<file path="src/rtl/mul_log2e_arb.sv">
// mul_log2e_arb: round-robin arbiter sharing one fixed-latency mul_log2e pipeline
// among NUM_REQ requesters, with in-order tagged responses and a drain handshake. rev 1.0
`default_nettype none

module mul_log2e_arb #(
   parameter int DATA_WIDTH = 32,
   parameter int NUM_REQ    = 4,
   parameter int PIPE_LAT   = 3
) (
   input  logic                            clk,
   input  logic                            rst_n,
   input  logic [NUM_REQ-1:0]              req_valid,
   input  logic [NUM_REQ*DATA_WIDTH-1:0]   req_data,
   output logic [NUM_REQ-1:0]              req_ready,
   output logic [NUM_REQ-1:0]              rsp_valid,
   input  logic [NUM_REQ-1:0]              rsp_ready,
   output logic [DATA_WIDTH-1:0]           rsp_data,
   output logic [DATA_WIDTH-1:0]           pipe_op,
   output logic                            pipe_vld_in,
   output logic                            pipe_en,
   input  logic [DATA_WIDTH-1:0]           pipe_result,
   input  logic                            pipe_vld_out,
   input  logic                            drain_req,
   output logic                            drained,
   output logic                            busy,
   output logic [$clog2(PIPE_LAT+1)-1:0]   inflight
);

   localparam int IDX_W = $clog2(NUM_REQ);
   localparam int CNT_W = $clog2(PIPE_LAT+1);

   typedef enum logic [1:0] {
      ST_RUN     = 2'd0,
      ST_DRAIN   = 2'd1,
      ST_DRAINED = 2'd2
   } state_t;

   state_t              state;
   state_t              state_nxt;
   logic [IDX_W-1:0]    lg;
   logic [IDX_W-1:0]    gnt;
   logic                gnt_vld;
   logic                issue;
   logic                stall;
   logic                rsp_fire;
   logic [CNT_W-1:0]    inflight_nxt;
   logic [IDX_W-1:0]    tag_idx [PIPE_LAT];
   logic [PIPE_LAT-1:0] tag_vld;
   logic [IDX_W-1:0]    tail_idx;
   logic                tail_vld;

   assign tail_idx = tag_idx[PIPE_LAT-1];
   assign tail_vld = tag_vld[PIPE_LAT-1];

   // Response side: the tail tag tells which requester owns the result.
   always_comb begin
      stall     = pipe_vld_out & ~rsp_ready[tail_idx];
      pipe_en   = ~rst_n | ~stall;
      rsp_valid = '0;
      if (rst_n && pipe_vld_out && tail_vld)
         rsp_valid[tail_idx] = 1'b1;
      rsp_fire  = |(rsp_valid & rsp_ready);
      rsp_data  = pipe_result;
   end

   // Round-robin search starting just after the last issued index.
   always_comb begin
      int               j;
      logic [IDX_W-1:0] jj;
      gnt     = '0;
      gnt_vld = 1'b0;
      for (int k = 1; k <= NUM_REQ; k++) begin
         j = int'(lg) + k;
         if (j >= NUM_REQ)
            j = j - NUM_REQ;
         jj = IDX_W'(j);
         if (!gnt_vld && req_valid[jj]) begin
            gnt_vld = 1'b1;
            gnt     = jj;
         end
      end
   end

   always_comb begin
      issue       = rst_n & (state == ST_RUN) & pipe_en & gnt_vld;
      req_ready   = '0;
      pipe_vld_in = issue;
      pipe_op     = '0;
      if (issue) begin
         req_ready[gnt] = 1'b1;
         pipe_op        = req_data[gnt*DATA_WIDTH +: DATA_WIDTH];
      end
   end

   always_comb begin
      inflight_nxt = inflight;
      if (issue && !rsp_fire)
         inflight_nxt = inflight + CNT_W'(1);
      else if (!issue && rsp_fire && inflight != '0)
         inflight_nxt = inflight - CNT_W'(1);
   end

   // DRAIN exits on the post-handshake count so drained rises the cycle after the last response.
   always_comb begin
      state_nxt = state;
      case (state)
         ST_RUN:     if (drain_req)            state_nxt = ST_DRAIN;
         ST_DRAIN:   if (inflight_nxt == '0)   state_nxt = ST_DRAINED;
         ST_DRAINED: if (!drain_req)           state_nxt = ST_RUN;
         default:                              state_nxt = ST_RUN;
      endcase
   end

   assign drained = (state == ST_DRAINED);
   assign busy    = (inflight != '0);

   always_ff @(posedge clk or negedge rst_n) begin
      if (!rst_n) begin
         state    <= ST_RUN;
         lg       <= IDX_W'(NUM_REQ-1);
         inflight <= '0;
         tag_vld  <= '0;
         for (int k = 0; k < PIPE_LAT; k++)
            tag_idx[k] <= '0;
      end else begin
         state    <= state_nxt;
         inflight <= inflight_nxt;
         if (issue)
            lg <= gnt;
         if (pipe_en) begin
            tag_vld[0] <= issue;
            tag_idx[0] <= gnt;
            for (int k = 1; k < PIPE_LAT; k++) begin
               tag_vld[k] <= tag_vld[k-1];
               tag_idx[k] <= tag_idx[k-1];
            end
         end
      end
   end

endmodule

`default_nettype wire

</file>
<file path="config.mk">
export PLATFORM = sky130hd
export DESIGN_NAME = mul_log2e_arb
export DESIGN_NICKNAME = d
export VERILOG_FILES = /design/src/rtl/mul_log2e_arb.sv
export SDC_FILE = /design/constraint.sdc
export NUM_CORES = 1
export LEC_CHECK = 0
export CAP_MARGIN = 20
export CORE_MARGIN = 8
export CORE_UTILIZATION = 30
export CTS_CLUSTER_SIZE = 10
export DETAILED_ROUTE_END_ITERATION = 7
export PLACE_DENSITY = 0.86
export SLEW_MARGIN = 20
export SYNTH_ARGS = -nofsm -noshare
export SYNTH_HDL_FRONTEND = slang
export SYNTH_SLANG_ARGS = --single-unit
</file>
<file path="constraint.sdc">
create_clock -name clk -period 5.2 [get_ports clk]
set_input_delay 1.04 -clock clk [delete_from_list [all_inputs] [get_ports clk]]
set_output_delay 1.04 -clock clk [all_outputs]
set_load 0.02 [all_outputs]
</file>
Word level (Yosys, flattened, before mapping)

Cells that the tools add are included.

Word-level logic and storage cells: 99
Input bits: 172
Output and inout port bits: 78
Register bits: 15

Equality and inequality tests: 5
Muxes and demuxes: 35
Order comparisons: 12
Reductions and logical operators: 20
Shifts and indexed selects: 1
Bitwise operators: 9
$add $sub $neg: 10

Operator list:

| cell                  | count |
|---|---|
| $shiftx A128 B8 Y32   | 1 |
| $mux W32              | 1 |
| $mux W2               | 13 |
| $lt A2 B3 Y1 const B  | 6 |
| $mux W1               | 11 |
| $bmux W1 S2           | 5 |
| $logic_and A1 B1 Y1   | 10 |
| $sub A2 B1 Y2 const B | 5 |
| $ge A3 B3 Y1 const B  | 3 |
| $mux W4               | 2 |
| $add A2 B2 Y3 const B | 2 |
| $ne A2 B2 Y1 const B  | 3 |
| $pmux W2 S3           | 1 |
| $logic_not A1 Y1      | 5 |
| $add A2 B3 Y4 const B | 1 |
| $and A1 B1 Y1         | 4 |
| $and A4 B4 Y4         | 1 |
| $demux W1 S2          | 2 |
| $ge A2 B1 Y1 const B  | 2 |
| $ge A4 B3 Y1 const B  | 1 |
| $logic_not A2 Y1      | 2 |
| $reduce_or A4 Y1      | 1 |
| $add A2 B1 Y3 const B | 1 |
| $not A1 Y1            | 3 |
| 6 further kinds       | 6 |

Depth between registers and ports, before layout

Depth in word-level cells: 24
Mapped depth: 11
Mapped depth without buffers: 8

Worst setup path after synthesis

No wires, ideal clock.

Path kind: input-to-output
Start point: input pipe_vld_out
End point: output req_ready[2]
Cell stages on the path: 10
Buffers on the path: 2
Required time: 4.160 ns
Arrival time: 2.546 ns
Path slack: 1.614 ns
Cells stage by stage: and3_1 -> nand2_1 -> nand2_2 -> inv_2 -> nand2_4 -> inv_2 -> buf_2 -> buf_2 -> nand2_1 -> nor2_1

Word-level cells in the longest chain between the ends: 6

RTL lines:

| element                     | line | source |
|---|---|---|
| from (decl)                 | 22   | `input logic pipe_vld_out,` |
| $and A1 B1 Y1               | 57   | `stall = pipe_vld_out & ~rsp_ready[tail_idx];` |
| $not A1 Y1                  | 58   | `pipe_en = ~rst_n \| ~stall;` |
| $or A1 B1 Y1                | 58   |  |
| net pipe_en                 | 20   | `output logic pipe_en,` |
| $and A1 B1 Y1 (2 in series) | 85   | `issue = rst_n & (state == ST_RUN) & pipe_en & gnt_vld;` |
| net pipe_vld_in             | 19   | `output logic pipe_vld_in,` |
| $mux W4                     | 89   | `if (issue) begin` |
| to (decl)                   | 14   | `output logic [NUM_REQ-1:0] req_ready,` |

The timed path passes the listed nets, and every way through them passes these cells.

Worst setup path after layout

Start point: input rst_n
End point: output req_ready[2]

Word-level cells in the longest chain between the ends: 5
Elaborated cells between the ends (all ways): 6
Those cells by class: 1 x mux; 5 x bitwise

RTL lines:

| element                         | line | source |
|---|---|---|
| from (decl)                     | 11   | `input logic rst_n,` |
| $not A1 Y1                      | 58   |  |
| $or A1 B1 Y1                    | 58   |  |
| $and A1 B1 Y1 (*) (2 in series) | 85   |  |
| $mux W4 (*)                     | 89   |  |

Every way passes the cells marked *; elsewhere a longest branch is shown, timed or not.

==> impl_metrics.yaml <==
run_status:
  status: "finished clean"
pwr:
  worst_ir_drop_vdd_v: 0.0002278
  seq_power_share: 0.181
  power.share.switching: 0.4071
  pwr-share-clk: 0.071
  p_comb_frac: 0.748
  static_power_due_to_leakage_uw: 0.001473
  cell_internal_pwr_uw: 785.5
  net-switching-power_uw: 539.4
  powerDensity_nw_per_um2: 337.0
synth:
  synth_edf_count: 0
  post_synth_top_flop: "dfrtp_1"
  synth_top_cell_by_area: "mux4_2"
  synth.top_cells.by_count: "and2_1, buf_4, mux4_2, nand2_1, dfrtp_1"
  netlist-cell-type-count: 43
  syn_nets: 386
  synth.ff_latch_count: 15
  mappedNetlistArea_sq_um: 2187
  netlist.area_leader.share: 0.3295
  mean_cell_area_of_the_mapped_netlist_sq_um: 10.27
  yosys_warnings: 0
  seq_area_frac_synth: 0.1728
  synth_top_cells_by_area: "mux4_2, dfrtp_1, buf_4"
  post_synth_inst_count: 213
  fraction_of_registers_with_async_set_reset: 1.000
clock_tree:
  maximum_root_to_sink_buffer_count: 2
  post_cts_resized: 0
  cts_tree: "done"
  cts-buffers-inserted: 3
  hold_buffers: 0
  clk_pin_slew_worst_setup_hold_paths_ns: 0.06
  clk_latency_ns: 0.25
  clock_tree.root_cell: "clkbuf_8"
  cts_max_level: 1
  numClockSinks: 15
  cts_post_setup_buffers_inserted: 0
grt:
  grt-ovfl-total: 0
  antenna_found_initial: 0
  grt_pass1_vias: 2561
  grt_max_degree: 41
  grt_first_pass_wirelength_um: 13650
  grtUsageTotal: 0.1704
hold_path:
  min-delay-path-class: "flip-flop to flip-flop"
  hold_path.startpoint: "tag_idx[4]"
flow_run:
  maxCapViolCount: 0
detailed_routing:
  firstDrtPassIters: 4
  detail_route.wirelength.met1_um: 3251
  wire_per_inst_um: 20.27
  top_signal_layer_used: "met4"
  remaining_routing_drc_violations: 0
  antenna_violating_nets_post_route: 0
  drt-total-wl_um: 9325
  detailed_route_wirelength_on_metal3_um: 942
  routed_length_on_met2_um: 4970
  detail_route.iter0.violations: 43
  viasPerCell: 4.850
  vias_after_detailed_routing: 2231
timing:
  max_slew_margin: 0.6358
  setup_viols_final: 0
  worst-slew-pin-transition_ns: 0.5455
  finalClockSkew_ns: 0.004962
  fmax_ghz: 0.2143
  hold_viol: 0
  grt_setup_unrepaired: "false"
  setup_total_negative_slack_ns: 0
  finalWorstPathRequiredPeriod_ns: 4.667
  fin_crit_sh: 0.8976
  slew_violations: 0
setup_path:
  worst-r2r-setup-slack_ns: 2.94
  r2r-start: "tail_idx[1]"
  startpoint_to_endpoint_class_of_the_critical_path: "input pin to primary output"
  worst_setup_path_startpoint: "rst_n"
  cp_data_arrival_time_ns: 3.63
  timing.critical_path.to_type: "primary output"
  worst-path-max-fanout: 40
  timing.critical_path.from_type: "input pin"
  crit_required_ns: 4.16
finish:
  n_antenna_cell: 0
  nets: 535
  finish.cell_count_without_fillers: 460
  postLayoutCellArea_sq_um: 3931
  final_layout_size_suffix_gt1_frac: 0.1468
  utilization: 0.5479
  layout.filler_cells: 614
  flow.area_growth_from_synthesis_pct: 79.75
floorplan:
  floorplan.die.width_um: 101.4
  initial_core_util: 0.3048
  num_io_pins: 250
  fp.dieH_um: 101.4
  core.rowCount: 31
  design.core.area_sq_um: 7176
  floorplan.die_area_sq_um: 10280
placement:
  place_area_sq_um: 3885
  gp_congestion: 0.8898
  numPortBuffers: 185
  dp_hpwl_um: 8229
  dp_cells: 456
cells by family (layout without fill, tap and decap cells):
kind of cell,count (synthesis),after routing,share of synthesized area
compound gates,17,17,0.06808
xor+xnor,1,1,0.004005
fa+ha+maj,1,1,0.005720
buf+inv,51,199,0.1711
flops,15,15,0.1728
mux,37,37,0.3530
simple gates,91,91,0.2254
final cells by class:
| type | count | area [sq um] | area share |
|---|---|---|---|
| clock buffers | 3 | 41.29 | 0.01050 |
| clock inverters | 1 | 5.005 | 0.001273 |
| inverters | 6 | 22.52 | 0.005729 |
| multi-input cells | 147 | 1454 | 0.3698 |
| flip-flops and latches | 15 | 377.9 | 0.09612 |
| well taps | 99 | 123.9 | 0.03151 |
| repair buffers | 189 | 1907 | 0.4850 |
metal layers:
layer  global-route usage  vias to the layer above
met2               0.3082                      119
li1                     -                     1037
met1               0.1777                     1059
met4              0.04696                        0
met5                    0                        -
met3              0.06804                       16
power by group through the flow:
stage          sequential, uW  combinational, uW  clock (uW)
6_report                  240                991        94.3
5_1_grt                   248               1070         103
4_1_cts                   238               1010        98.3
3_5_place_dp              240               1010           0
3_3_place_gp              239                993           0
2_1_floorplan             225                698           0
critical path, stage by stage:
cell and delay (ns):
clkdlybuf4s50_1 0.53, nor2b_1 0.19, nand3_1 0.11, nand2_2 0.13
inv_2 0.20, nand2_4 0.11, inv_2 0.42, nand2_1 0.16
nor2_1 0.12, clkdlybuf4s50_1 0.61
state kept, by name (all words and copies together) (netlist names):
name and count:
tag_idx 4, tail_idx 2, lg 2, tag_vld 3, inflight 2, state 2
cell usage in the layout, fill, tap and decap left out, types with 3 or more instances in the layout:
cell type / netlist / layout
mux4_2: 32 / 32
clkdlybuf4s50_1: 0 / 185
nand2_1: 29 / 29
nor3_1: 3 / 3
nor2_1: 7 / 7
a21oi_1: 5 / 5
nor2b_1: 3 / 3
inv_1: 4 / 4
clkbuf_8: 0 / 3
nand2b_1: 4 / 4
dfrtp_1: 13 / 13
mux2i_1: 4 / 4
and2_1: 32 / 32
path summary, 6_finish.rpt:
kind,endpoint,cells after the start
setup / recovery,req_ready[2],10
hold reg to reg,tag_idx[2],2
setup reg to reg,state[0],8
min in group asynchronous,tail_idx[0],1
max in group asynchronous,lg[0],2
hold / removal,tag_idx[2],2
through the flow:
step / setup slack [ns] / total power (uW) / hold WS [ns]
floorplan: 1.614 / 922.9 / 0.4348
global placement: 0.5827 / 1232 / 0.4562
detailed placement: 0.5034 / 1247 / 0.4614
CTS: 0.4951 / 1347 / 0.4716
global route: 0.2980 / 1419 / 0.4899
finish: 0.5326 / 1325 / 0.4665
No activity file was read; power rests on OpenSTA's default activity.
